<file path="src/rtl/vga_sync_receiver.sv">
`default_nettype none
// ============================================================================
// Module   : vga_sync_receiver
// Purpose  : Receive side of the 640x480@60 VGA output. Samples hs/vs/RGB at
//            pixel rate and measures line/frame timing against the expected
//            mode. It declares lock after LOCK_FRAMES clean frames. While
//            locked it recovers active-pixel coordinates, a data-enable and
//            the pixel colour.
// Ports    : clk, rst          - clock, synchronous active-high reset
//            pix_ce            - pixel-rate sample enable
//            vga_hs, vga_vs    - active-low syncs
//            vga_r/g/b         - 4-bit colour components
//            de, px_x, px_y    - active pixel valid and its coordinates
//            px_rgb            - {r,g,b} of the last active pixel
//            frame_start       - one-clk pulse per vsync falling edge
//            locked, err_cnt   - timing lock, saturating locked-error count
//            frame_crc, crc_valid (VGA_RX_CRC_EN only) - per-frame CRC-16
// Options  : define VGA_RX_CRC_EN to add the CRC-16-CCITT frame checksum.
// Revision : 1.0 - initial release
// ============================================================================
module vga_sync_receiver #(
    parameter int H_TOTAL     = 800,
    parameter int H_SYNC      = 96,
    parameter int H_BACK      = 52,
    parameter int H_ACTIVE    = 640,
    parameter int V_TOTAL     = 521,
    parameter int V_SYNC      = 2,
    parameter int V_BACK      = 28,
    parameter int V_ACTIVE    = 480,
    parameter int LOCK_FRAMES = 2
) (
    input  logic        clk,
    input  logic        rst,
    input  logic        pix_ce,
    input  logic        vga_hs,
    input  logic        vga_vs,
    input  logic [3:0]  vga_r,
    input  logic [3:0]  vga_g,
    input  logic [3:0]  vga_b,
    output logic        de,
    output logic [9:0]  px_x,
    output logic [9:0]  px_y,
    output logic [11:0] px_rgb,
    output logic        frame_start,
    output logic        locked,
    output logic [7:0]  err_cnt
`ifdef VGA_RX_CRC_EN
    ,
    output logic [15:0] frame_crc,
    output logic        crc_valid
`endif
);

    localparam logic [10:0] c_H_START = 11'(H_SYNC + H_BACK);
    localparam logic [10:0] c_H_END   = 11'(H_SYNC + H_BACK + H_ACTIVE);
    localparam logic [10:0] c_V_START = 11'(V_SYNC + V_BACK);
    localparam logic [10:0] c_V_END   = 11'(V_SYNC + V_BACK + V_ACTIVE);
    localparam logic [9:0]  c_H_OFF   = 10'(H_SYNC + H_BACK);
    localparam logic [9:0]  c_V_OFF   = 10'(V_SYNC + V_BACK);
    localparam logic [10:0] c_H_TOTAL = 11'(H_TOTAL);
    localparam logic [10:0] c_V_TOTAL = 11'(V_TOTAL);
    localparam logic [9:0]  c_H_SYNC  = 10'(H_SYNC);
    localparam logic [9:0]  c_V_SYNC  = 10'(V_SYNC);
    localparam logic [9:0]  c_CNT_MAX = 10'd1023;
    // Timeout threshold is clipped to what the saturating 10-bit counter can reach.
    localparam logic [9:0]  c_TIMEOUT = (2 * H_TOTAL - 1 > 1023) ? 10'd1023 : 10'(2 * H_TOTAL - 1);
    localparam int          c_GW      = $clog2(LOCK_FRAMES + 1);
    localparam logic [c_GW-1:0] c_LOCK     = c_GW'(LOCK_FRAMES);
    localparam logic [c_GW-1:0] c_GOOD_ONE = c_GW'(1);

    typedef enum logic [1:0] {
        ST_SEARCH  = 2'd0,
        ST_MEASURE = 2'd1,
        ST_LOCKED  = 2'd2
    } state_t;

    state_t            r_state, w_state_next;
    logic [c_GW-1:0]   r_good, w_good_next, w_good_inc;

    logic       r_hs_prev;   // last sampled hs
    logic       r_vs_prev;   // vs as sampled at the previous hs falling edge
    logic [9:0] r_h_cnt, r_hs_w, r_v_cnt, r_vs_w;
    logic       r_line_ok;   // a full line has elapsed since SEARCH entry
    logic       r_dirty;     // a line error occurred in the current frame

    logic       w_hs_fall, w_vs_edge, w_line_err, w_frame_err, w_timeout, w_any_err;
    logic [9:0] w_h_next, w_v_next;
    logic       w_in_window, w_de_next;

    assign w_hs_fall = pix_ce & r_hs_prev & ~vga_hs;
    assign w_vs_edge = w_hs_fall & r_vs_prev & ~vga_vs;

    assign w_h_next = w_hs_fall ? 10'd0 :
                      (r_h_cnt == c_CNT_MAX) ? c_CNT_MAX : r_h_cnt + 10'd1;
    assign w_v_next = !w_hs_fall ? r_v_cnt :
                      w_vs_edge ? 10'd0 :
                      (r_v_cnt == c_CNT_MAX) ? c_CNT_MAX : r_v_cnt + 10'd1;

    // The first line after SEARCH entry has no trustworthy start point, so it is not judged.
    assign w_line_err  = w_hs_fall & r_line_ok &
                         ((({1'b0, r_h_cnt} + 11'd1) != c_H_TOTAL) | (r_hs_w != c_H_SYNC));
    assign w_frame_err = w_vs_edge &
                         ((({1'b0, r_v_cnt} + 11'd1) != c_V_TOTAL) | (r_vs_w != c_V_SYNC));
    // Fires once, on the sample where h_cnt reaches the threshold.
    assign w_timeout   = pix_ce & ~w_hs_fall & (r_h_cnt == c_TIMEOUT - 10'd1);
    assign w_any_err   = w_line_err | w_frame_err | w_timeout;
    assign w_good_inc  = r_good + c_GOOD_ONE;

    always_comb begin
        w_state_next = r_state;
        w_good_next  = r_good;
        case (r_state)
            ST_SEARCH: begin
                if (w_vs_edge) begin
                    w_state_next = ST_MEASURE;
                    w_good_next  = '0;
                end
            end
            ST_MEASURE: begin
                if (w_timeout) begin
                    w_state_next = ST_SEARCH;
                end else if (w_line_err || w_frame_err) begin
                    w_good_next = '0;
                end else if (w_vs_edge) begin
                    if (r_dirty) begin
                        w_good_next = '0;
                    end else if (w_good_inc == c_LOCK) begin
                        w_state_next = ST_LOCKED;
                        w_good_next  = '0;
                    end else begin
                        w_good_next = w_good_inc;
                    end
                end
            end
            ST_LOCKED: begin
                if (w_any_err) begin
                    w_state_next = ST_SEARCH;
                end
            end
            default: w_state_next = ST_SEARCH;
        endcase
    end

    always_ff @(posedge clk) begin
        if (rst) begin
            r_state <= ST_SEARCH;
            r_good  <= '0;
        end else begin
            r_state <= w_state_next;
            r_good  <= w_good_next;
        end
    end

    assign w_in_window = ({1'b0, w_h_next} >= c_H_START) && ({1'b0, w_h_next} < c_H_END) &&
                         ({1'b0, w_v_next} >= c_V_START) && ({1'b0, w_v_next} < c_V_END);
    assign w_de_next   = pix_ce && (w_state_next == ST_LOCKED) && w_in_window;

    always_ff @(posedge clk) begin
        if (rst) begin
            r_hs_prev   <= 1'b1;
            r_vs_prev   <= 1'b1;
            r_h_cnt     <= '0;
            r_hs_w      <= '0;
            r_v_cnt     <= '0;
            r_vs_w      <= '0;
            r_line_ok   <= 1'b0;
            r_dirty     <= 1'b0;
            de          <= 1'b0;
            px_x        <= '0;
            px_y        <= '0;
            px_rgb      <= '0;
            frame_start <= 1'b0;
            locked      <= 1'b0;
            err_cnt     <= '0;
        end else begin
            de          <= w_de_next;
            frame_start <= w_vs_edge;
            locked      <= (w_state_next == ST_LOCKED);

            if (pix_ce) begin
                r_hs_prev <= vga_hs;
                r_h_cnt   <= w_h_next;
                if (w_hs_fall) begin
                    r_hs_w <= 10'd1;
                end else if (!vga_hs && r_hs_w != c_CNT_MAX) begin
                    r_hs_w <= r_hs_w + 10'd1;
                end
            end

            if (w_hs_fall) begin
                r_vs_prev <= vga_vs;
                r_v_cnt   <= w_v_next;
                if (w_vs_edge) begin
                    r_vs_w <= 10'd1;
                end else if (!vga_vs && r_vs_w != c_CNT_MAX) begin
                    r_vs_w <= r_vs_w + 10'd1;
                end
            end

            if (w_state_next == ST_SEARCH && r_state != ST_SEARCH) begin
                r_line_ok <= 1'b0;
            end else if (w_hs_fall) begin
                r_line_ok <= 1'b1;
            end

            if (w_vs_edge) begin
                r_dirty <= 1'b0;
            end else if (w_line_err) begin
                r_dirty <= 1'b1;
            end

            if (w_de_next) begin
                px_x   <= w_h_next - c_H_OFF;
                px_y   <= w_v_next - c_V_OFF;
                px_rgb <= {vga_r, vga_g, vga_b};
            end

            // Only errors that break an established lock are counted.
            if (r_state == ST_LOCKED && w_any_err && err_cnt != 8'hFF) begin
                err_cnt <= err_cnt + 8'd1;
            end
        end
    end

`ifdef VGA_RX_CRC_EN
    // CRC-16-CCITT, MSB first, one 16-bit word per call.
    function automatic logic [15:0] f_crc16(input logic [15:0] crc_in, input logic [15:0] data);
        logic [15:0] crc;
        logic        fb;
        crc = crc_in;
        for (int i = 15; i >= 0; i--) begin
            fb  = crc[15] ^ data[i];
            crc = {crc[14:0], 1'b0} ^ (fb ? 16'h1021 : 16'h0000);
        end
        return crc;
    endfunction

    logic [15:0] r_crc_acc;
    logic        r_full_lock;   // lock held since the start of the current frame

    always_ff @(posedge clk) begin
        if (rst) begin
            r_crc_acc   <= 16'hFFFF;
            r_full_lock <= 1'b0;
            frame_crc   <= '0;
            crc_valid   <= 1'b0;
        end else begin
            crc_valid <= 1'b0;
            if (w_vs_edge) begin
                if (r_full_lock && r_state == ST_LOCKED && !w_any_err) begin
                    frame_crc <= r_crc_acc;
                    crc_valid <= 1'b1;
                end
                r_crc_acc   <= 16'hFFFF;
                r_full_lock <= (w_state_next == ST_LOCKED);
            end else begin
                if (w_de_next) begin
                    r_crc_acc <= f_crc16(r_crc_acc, {vga_r, vga_g, vga_b, 4'h0});
                end
                if (w_state_next != ST_LOCKED) begin
                    r_full_lock <= 1'b0;
                end
            end
        end
    end
`endif

endmodule
`default_nettype wire

</file>
<file path="config.mk">
export PLATFORM = sky130hd
export DESIGN_NAME = vga_sync_receiver
export DESIGN_NICKNAME = d
export VERILOG_FILES = /design/src/rtl/vga_sync_receiver.sv
export SDC_FILE = /design/constraint.sdc
export NUM_CORES = 1
export LEC_CHECK = 0
export ABC_AREA = 1
export CORE_UTILIZATION = 33
export CTS_CLUSTER_DIAMETER = 50
export CTS_CLUSTER_SIZE = 16
export DETAILED_ROUTE_END_ITERATION = 8
export GPL_ROUTABILITY_DRIVEN = 0
export GPL_TIMING_DRIVEN = 0
export PLACE_DENSITY = 0.53
export SYNTH_ARGS = -nofsm -noshare
export SYNTH_HDL_FRONTEND = slang
export SYNTH_SLANG_ARGS = --single-unit
export TNS_END_PERCENT = 1
</file>
<file path="constraint.sdc">
create_clock -name clk -period 3.8 [get_ports clk]
set_input_delay 0.76 -clock clk [delete_from_list [all_inputs] [get_ports clk]]
set_output_delay 0.76 -clock clk [all_outputs]
set_load 0.05 [all_outputs]
</file>
==> metrics.md <==
| Metric | Value |
|---|---|
| Outcome | `complete, no violations` |
| Worst setup skew after layout | `8.97 ps` |
| CTS buffer count | `9` |
| Final Hold Fails | `0` |
| CP cell instances | `clkdlybuf4s50_1, inv_2, nor2_4, nand2_2, a21oi_4, nand2_1, nand2_1, ha_1, nand2_1, nor2_2, nand3_1, nand3_2, nand3_4, nor2_8, buf_6, nand2_1, nand2_1, nor2_1` |
| DRC Markers | `0` |
| Final Core Density | `41.8%` |
| # setup viols final | `0` |
| Cell depth of the worst hold path | `2` |
| Via count | `4888` |
| Top_reg_cell synth | `dfxtp_1` |
| Crit path max fanout | `10` |
| # rows | `44` |
| Min Tclk post-route | `3520 ps` |
| WL final | `13400 um` |
| Syn_nets | `800` |
| Leak pwr | `2.70 nW` |
| Total grt overflow | `0` |
| Met3 Usage GRT | `under 10%` |
| FFs w/ async S/R, synth | `0%` |
| Post-synth cell types | `35` |
| DRT Pass-1 Iters | `5` |
| CP Class | `primary input to flop` |
| Starting density of the core | `34.1%` |
| Met2 usage | `about 30%` |
| Grt met1 use | `22.6%` |
| Worst-path clk slew | `70 ps` |
| Most frequent CP cell | `nand2_1` |
| Die height | `125 um` |
| Period utilisation layout | `92.8%` |
| Placeable core area | `14600 um^2` |
| Area growth, synth to finish | `22.6%` |
| Levels on crit path | `18` |
| Slew HR | `slightly below 60%` |
| I/O pins | `60` |
| Setup TNS | `0 ps` |
| Layout Cells excl Fill | `1030` |
| CP Data Arrival Time | `3780 ps` |
| Post-DP HPWL | `10100 um` |
| Synthesized flop and latch total | `91` |
| Maximum clock rate | `0.284 GHz` |
| Worst hold path class | `flop to flop` |
| Element type at the critical path end | `flop` |
| Placed cells | `between 1000 and 1500` |
| Share of cells above drive strength 1 | `5.32%` |
| Synth Instances | `771` |
| Post-CTS Repair Setup Buffers | `0` |
| Clock buffer depth | `2` |
| DR vias/cell | `4.75` |
| Top Usage Layer GRT | `met2` |
| Most common cell after layout, fill and taps aside | `nand2_1` |
| Startpoint types | `primary input` |
| Crit-path leading delay family | `simple AND/OR/NAND/NOR gates` |
| Count of flip-flops with a built-in enable after synthesis | `0` |
| Slowest stage delay, CP | `~600 ps` |
| Buf/Inv on CP | `3` |
| Buffers added on ports | `59` |
| Total track usage | `17.6%` |
| Number of global-route vias before repair | `4632` |
| DR iter-0 viols | `252` |
| # diodes | `0` |
| H-tree lvl count | `3` |
| Mapped Area | `4970 um^2` |
| Peak VDD IR | `0.000200 V` |
| Pin count of the biggest net entering global routing | `17` |
| Slew Limit Fails | `0` |
| PostCTS Resize Cnt | `0` |
| Max-cap violation count | `0` |
| WP data required | `4050 ps` |
| Worst-Margin Slew | `roughly 630 ps` |
| Detail Route Antenna Nets | `0` |
| Die outline width | `about 120 um` |
| Syn avg cell area | `around 6.4 um^2` |
| Worst r2r path cells | `18` |
| Initial antenna violation count | `0` |
| PD cells | `340 nW/um^2` |
| Most frequent cells in the layout | `nand2_1, nor2_1, inv_1` |
| Avg WL per Cell | `between 10 and 15 um` |
| Share of the yosys chip area belonging to registers | `36.7%` |
| Nets | `870` |
| Root Driver | `clkbuf_16` |
| CTS tree | `yes` |
| Die footprint | `15600 um^2` |
| CTS Hold Bufs | `0` |
| Unrepaired setup endpoints after global routing | `false` |
| Number of clock sinks | `91` |
| Clk_lat worst skew | `350 ps` |
| Worst path slowest cell | `clkdlybuf4s50_1` |
| FF-to-FF setup slack | `530 ps` |
| Synthesis Warnings | `0` |
| First-pass GRT wire length | `22300 um` |
-- routing by layer --
metal  up-vias  share of wire (%)
li1       2564                  -
met1      2216                 48
met2        95                 47
met3        13                3.2
met4         0                1.5
met5         -                  0
-- synthesized netlist by cell type (5+ instances only) --
cell type,n,area [um^2]
a21oi_1,33,165
a31oi_1,5,31.3
buf_6,5,56.3
clkbuf_1,9,33.8
dfxtp_1,91,1820
ha_1,12,150
inv_1,105,394
nand2_1,215,807
nand2_2,5,31.3
nand3_1,42,210
nand4_1,12,75.1
nor2_1,135,507
nor2_2,5,31.3
nor3_1,10,50.1
o21ai_0,33,165
o21bai_1,8,60.1
xnor2_1,5,43.8
xor2_1,9,78.8
-- power by group --
group	internal [W]	switching, W
clock	0.000519	0.000410
sequential	0.000967	0.0000150
combinational	0.0000572	0.000102
total	0.00154	0.000528
-- sequential cells by signal (all words and copies together), names as in the netlist, 2 cells and up --
name and count:
px_x 10, r_vs_w 10, px_rgb 12, r_hs_w 10
err_cnt 8, r_h_cnt 10, r_v_cnt 10, r_good 2
px_y 10, r_state 2
-- worst min-delay path, delay by kind of cell (launching register included) --
kind | cells | cell delay, ps
flip-flops | 1 | 310
buffers and inverters | 1 | 50
AND/OR/NAND/NOR | 1 | 30
-- final timing paths --
| check | startpoint | endpoint |
|---|---|---|
| setup / recovery | pix_ce | px_y[7] |
| hold / removal | r_good[1] | r_good[1] |
| setup reg to reg | r_h_cnt[0] | px_y[7] |
| hold reg to reg | r_good[1] | r_good[1] |
-- layout make-up --
cell class	count	area, um^2
flip-flops and latches	91	1820
clock buffers	10	229
fillers	1547	8500
clock inverters	6	73.8
well taps	184	230
inverters	108	405
multi-input cells	553	2630
repair buffers	59	591
plain buffers	19	115
-- stage by stage --
step | power, W | hold WS [ps] | setup slack (ps) | area (um^2)
floorplan | 0.00111 | 408 | 1100 | 4970
global placement | 0.00116 | 419 | -81.2 | 5790
detailed placement | 0.00116 | 425 | -113 | 5790
CTS | 0.00211 | 435 | 262 | 6090
global route | 0.00216 | 475 | 3.06 | 6090
finish | 0.00207 | 432 | 275 | 6090
-- kinds of logic after synthesis --
family	synth area share, %
AOI/OAI and AO/OA	10.6
xor gates and xnor gates	2.47
adders and majority gates	3.02
buffers and inverters	10.5
DFF	36.7
and+or+nand+nor	36.7
Note: power is estimated with default switching activity, not from simulation.
